## config.mk

```make
export PLATFORM = sky130hd
export DESIGN_NAME = pipe_hazard_ctrl
export DESIGN_NICKNAME = d
export VERILOG_FILES = /design/src/rtl/pipe_hazard_ctrl.sv
export SDC_FILE = /design/constraint.sdc
export NUM_CORES = 1
export LEC_CHECK = 0
export BUFFER_PORTS_ARGS = -buffer_cell sky130_fd_sc_hd__buf_2
export CORE_MARGIN = 2
export CORE_UTILIZATION = 55
export DETAILED_ROUTE_END_ITERATION = 10
export PLACE_DENSITY = 0.81
export SLEW_MARGIN = 0
export SYNTH_ARGS = -nofsm -noshare
export SYNTH_HDL_FRONTEND = slang
export SYNTH_SLANG_ARGS = --single-unit
```

## constraint.sdc

```tcl
create_clock -name clk -period 4.9 [get_ports clk]
set_input_delay 0.98 -clock clk [delete_from_list [all_inputs] [get_ports clk]]
set_output_delay 0.98 -clock clk [all_outputs]
set_load 0.05 [all_outputs]
```

## src/rtl/pipe_hazard_ctrl.sv

```systemverilog
// Pipeline control for the 3-stage core: r1 halt/flush and PC stall generation
// for memory wait, taken branch, load-use hazard and HALT, plus stall/timeout status.
module pipe_hazard_ctrl #(
  parameter int FLUSH_CYCLES = 1,
  parameter int MAX_WAIT     = 255,
  parameter int CNT_W        = 16
) (
  input  logic             clk,
  input  logic             rst,
  input  logic [2:0]       src_a,
  input  logic             src_a_vld,
  input  logic [2:0]       src_b,
  input  logic             src_b_vld,
  input  logic             dec_halt,
  input  logic [2:0]       r1_destination,
  input  logic             r1_wr_en,
  input  logic             r1_is_load,
  input  logic             branch_taken,
  input  logic             mem_wait,
  input  logic             resume,
  output logic             pc_stall,
  output logic             r1_halt,
  output logic             r1_flush,
  output logic             halted,
  output logic             timeout_err,
  output logic [CNT_W-1:0] stall_count
);

  localparam int FC_W = (FLUSH_CYCLES > 1) ? $clog2(FLUSH_CYCLES + 1) : 1;
  localparam int WC_W = (MAX_WAIT > 1) ? $clog2(MAX_WAIT + 1) : 1;
  localparam logic [FC_W-1:0] FLUSH_RELOAD = FC_W'(FLUSH_CYCLES - 1);
  localparam logic [WC_W-1:0] WAIT_LIMIT   = WC_W'(MAX_WAIT);

  typedef enum logic [1:0] {
    S_RUN,
    S_WAIT,
    S_FLUSH,
    S_HALTED
  } state_t;

  state_t            state_q, state_d;
  logic [FC_W-1:0]   flush_cnt_q, flush_cnt_d;
  logic [WC_W-1:0]   wait_cnt_q, wait_cnt_d;
  logic              halted_q, halted_d;
  logic              timeout_q, timeout_d;
  logic [CNT_W-1:0]  stall_cnt_q, stall_cnt_d;
  logic              lu;

  assign lu = r1_is_load & r1_wr_en &
              ((src_a_vld & (src_a == r1_destination)) |
               (src_b_vld & (src_b == r1_destination)));

  // Next state and combinational controls; mem_wait overrides every state.
  always_comb begin
    state_d     = state_q;
    flush_cnt_d = flush_cnt_q;
    pc_stall    = 1'b0;
    r1_halt     = 1'b0;
    r1_flush    = 1'b0;
    if (rst) begin
      state_d     = S_RUN;
      flush_cnt_d = '0;
    end else if (mem_wait) begin
      pc_stall = 1'b1;
      r1_halt  = 1'b1;
      if (state_q == S_RUN) state_d = S_WAIT;
    end else begin
      unique case (state_q)
        S_RUN, S_WAIT: begin
          state_d = S_RUN;
          if (branch_taken) begin
            r1_flush = 1'b1;
            if (FLUSH_CYCLES > 1) begin
              flush_cnt_d = FLUSH_RELOAD;
              state_d     = S_FLUSH;
            end
          end else if (lu) begin
            pc_stall = 1'b1;
            r1_flush = 1'b1;
          end else if (dec_halt) begin
            pc_stall = 1'b1;
            r1_flush = 1'b1;
            state_d  = S_HALTED;
          end
        end
        S_FLUSH: begin
          r1_flush = 1'b1;
          if (branch_taken) begin
            flush_cnt_d = FLUSH_RELOAD;
          end else if (flush_cnt_q == FC_W'(1)) begin
            flush_cnt_d = '0;
            state_d     = S_RUN;
          end else begin
            flush_cnt_d = flush_cnt_q - FC_W'(1);
          end
        end
        S_HALTED: begin
          pc_stall = 1'b1;
          r1_flush = 1'b1;
          if (resume) state_d = S_RUN;
        end
        default: state_d = S_RUN;
      endcase
    end
  end

  // Consecutive mem_wait cycles, saturating; the timeout flag is sticky.
  always_comb begin
    wait_cnt_d = '0;
    if (mem_wait) begin
      wait_cnt_d = (wait_cnt_q == WAIT_LIMIT) ? wait_cnt_q : wait_cnt_q + WC_W'(1);
    end
    timeout_d   = timeout_q | (mem_wait & (wait_cnt_d == WAIT_LIMIT));
    halted_d    = (state_d == S_HALTED);
    stall_cnt_d = stall_cnt_q;
    if (pc_stall && (stall_cnt_q != {CNT_W{1'b1}})) begin
      stall_cnt_d = stall_cnt_q + CNT_W'(1);
    end
  end

  always_ff @(posedge clk) begin
    if (rst) begin
      state_q     <= S_RUN;
      flush_cnt_q <= '0;
      wait_cnt_q  <= '0;
      halted_q    <= 1'b0;
      timeout_q   <= 1'b0;
      stall_cnt_q <= '0;
    end else begin
      state_q     <= state_d;
      flush_cnt_q <= flush_cnt_d;
      wait_cnt_q  <= wait_cnt_d;
      halted_q    <= halted_d;
      timeout_q   <= timeout_d;
      stall_cnt_q <= stall_cnt_d;
    end
  end

  assign halted      = halted_q;
  assign timeout_err = timeout_q;
  assign stall_count = stall_cnt_q;

endmodule

```

==> out/qor.csv <==
stage,metric,value,unit
finish,proportion of layout cells with a drive suffix above 1,22.4,%
yosys,Synth Area in Compound Gates,18.2,%
cts,# resized after CTS,0,
yosys,"EDFF count, synth",0,
yosys,#FFs+latches synth,29,
grt,GRT Resource Usage Total,22.1,%
timing,relative slew slack,57.0,%
timing,final hold vios,0,
drt,via count,1431,
worst_setup_path,Crit path required time,3.92,ns
placement,routability-driven placement congestion ratio,0.822,
timing,slew at the pin closest to its max-slew limit,0.645,ns
grt,GR peak layer,met2,
grt,M3 GR Usage,6.28,%
worst_setup_path,Worst R2R Setup Slack,2.70,ns
yosys,ys async rst share,0,%
yosys,top-count cell post-synth,dfxtp_1,
drt,drt drc,0,
grt,first-pass GRT wire length,5.46,mm
yosys,post-synth top area cell,dfxtp_1,
timing,setup repair after global routing missed its margin,no,
cts,clk_lat worst skew,0.33,ns
grt,grt met2 use,37.6,%
yosys,Mapped Avg Cell Area,8.27,um2
drt,DRT Wirelength,3.25,mm
worst_setup_path,CP max stage delay,0.54,ns
yosys,post-synth top area share,38.8,%
timing,Final min period,3.38,ns
timing,WHS,0.491,ns
yosys,Synth cell types,37,
grt,initial antenna violation count,0,
grt,met1 global-route usage,23.9,%
yosys,Synth Instances,181,
die,core area,2520,um2
drt,Pre-antenna DRT Iters,4,
die,Initial Util,59.4,%
grt,vias in the first global route,1309,
timing,final period utilization,68.9,%
worst_setup_path,cells along the critical path,buf_2 > xnor2_1 > nand4_1 > a2111oi_4 > nor2_1 > nor2_1 > buf_2,
yosys,Synth Area in XOR/XNOR,8.19,%
drt,Antenna Nets Post-Route,0,
cts,TritonCTS buffer count,5,
die,chip width,56.2,um
yosys,Synth Net Count,202,
finish,"Area growth, synth to finish",18.4,%
yosys,ys flop type,dfxtp_1,
yosys,"top cells by count, synth","dfxtp_1 (29), nor2_1 (22), nand2_1 (17)",
die,die area,3160,um2
worst_hold_path,worst hold path type,flop to flop,
cts,Post CTS Setup Buffer Count,0,
power_and_ir_drop,leakage,0.705,nW
worst_setup_path,crit path kind,input pin to primary output,
cts,Sink Count,29,
die,row count,18,
yosys,"top cells by area, synth","dfxtp_1 (39%), nor2_1 (5.5%), a21oi_1 (4.7%)",
cts,maximum root-to-sink buffer count,2,
yosys,largest family of logic cells by synthesized area,simple AND/OR/NAND/NOR gates,
drt,wire length per cell,12.9,um
cts,H-Tree Depth,2,
yosys,Synth Area in Adders,1.67,%
cts,"CTS clk-pin slew, worst paths",0.09,ns
placement,HPWL after DPL,2.46,mm
placement,IO Port Bufs,39,
outcome,status,"complete, no violations",
die,Die H,56.2,um
timing,FMAX,296,MHz
worst_setup_path,Crit. End Element,primary output,
cts,CTS root buffer,clkbuf_4,
finish,layout net count,243,
worst_setup_path,Worst Path Max Fanout,6,
yosys,mapped cell area,1500,um2
worst_setup_path,Critical Path Slowest Stage Cell,a2111oi_4,
drt,initial DRC count,39,
finish,ant diodes,0,
grt,largest net degree at the start of global routing,26,
cts,hold-fix buffers at CTS,0,
job,Max Cap Viol,0,
yosys,synth warn,0,
finish,fill cell count,227,
timing,setup_tns,0,ns
yosys,mux cell area share after synthesis,3.51,%
power_and_ir_drop,pwr/cell area,270,nW/um2
timing,Final Skew,0.00654,ns
cts,CTS tree,built,
grt,total congestion overflow,0,
timing,Final setup viols,0,
die,num ports,40,
yosys,"Seq/Total Area, Yosys",38.8,%
worst_setup_path,startpoint types,input pin,
power_and_ir_drop,VDD IR max,0.187,mV
timing,count of final max-slew check failures,0,
yosys,simple-gate area share of the yosys netlist,26.1,%
drt,vias per cell,5.66,
worst_setup_path,worst path arrival time,2.40,ns
-- placed cells by master, fill, tap and decap left out, types with 6 or more instances in the layout --
master | netlist | routed
nand2_1 | 17 | 17
nand3_1 | 9 | 9
xnor2_1 | 8 | 8
buf_2 | 1 | 39
o211ai_1 | 6 | 6
a21oi_1 | 14 | 14
xor2_1 | 6 | 6
inv_1 | 7 | 7
dfxtp_1 | 29 | 29
nor2_1 | 22 | 22
-- path summary, 6_finish.rpt --
| path | end | cells past startpoint | from |
|---|---|---|---|
| worst max-delay path | pc_stall | 7 | src_a[0] |
| worst min-delay path | timeout_err | 1 | timeout_err |
| worst max register to register | stall_count[13] | 7 | stall_count[0] |
| worst min register to register | timeout_err | 1 | timeout_err |
-- metal layers --
| metal | up-vias | wire length, um |
|---|---|---|
| li1 | 742 | - |
| met1 | 636 | 1380 |
| met2 | 41 | 1620 |
| met4 | 0 | 103 |
| met3 | 12 | 152 |
| met5 | - | 0 |
-- worst max-delay path, delay by kind of cell --
kind | cells | cell delay [ns]
AOI/OAI and AO/OA | 1 | 0.54
buffers and inverters | 2 | 0.37
and+or+nand+nor | 3 | 0.34
xor gates and xnor gates | 1 | 0.15
-- cell type report --
class | instances | area, um2 | area share [%]
multi-input cells | 140 | 863 | 48.7
flip-flops and latches | 29 | 581 | 32.7
repair buffers | 39 | 195 | 11.0
clock buffers | 7 | 65.1 | 3.67
well taps | 30 | 37.5 | 2.12
inverters | 7 | 26.3 | 1.48
clock inverters | 1 | 5.00 | 0.282
-- state kept, by name, summed over array words and instances (netlist names) --
register / count
stall_count: 16
wait_cnt_q: 8
timeout_err: 1
state_q: 2
halted: 1
flush_cnt_q: 1
-- report_power, final --
part / switching, mW / internal, mW / total (mW)
combinational: 0.0409 / 0.0206 / 0.0616
clock: 0.0872 / 0.0831 / 0.170
sequential: 0.00608 / 0.241 / 0.247
-- kinds of logic after synthesis --
kind of cell / count (synthesis)
compound gates: 40
buf+inv: 12
xor+xnor: 14
simple gates: 79
flops: 29
fa+ha+maj: 2
mux: 5
-- per-stage QoR --
stage / utilization [%] / instances / instance area (um2) / setup slack, ns / total power, mW
after CTS: 70.3 / 253 / 1770 / 1.52 / 0.483
after floorplan: - / 181 / 1500 / 1.18 / 0.295
after detailed placement: 67.5 / 245 / 1700 / 1.51 / 0.314
after global placement: 67.5 / 245 / 1700 / 1.57 / 0.311
final: 70.3 / 253 / 1770 / 1.52 / 0.478
after global routing: 70.3 / 253 / 1770 / 1.38 / 0.499
Power figures use the tool's default switching activity.
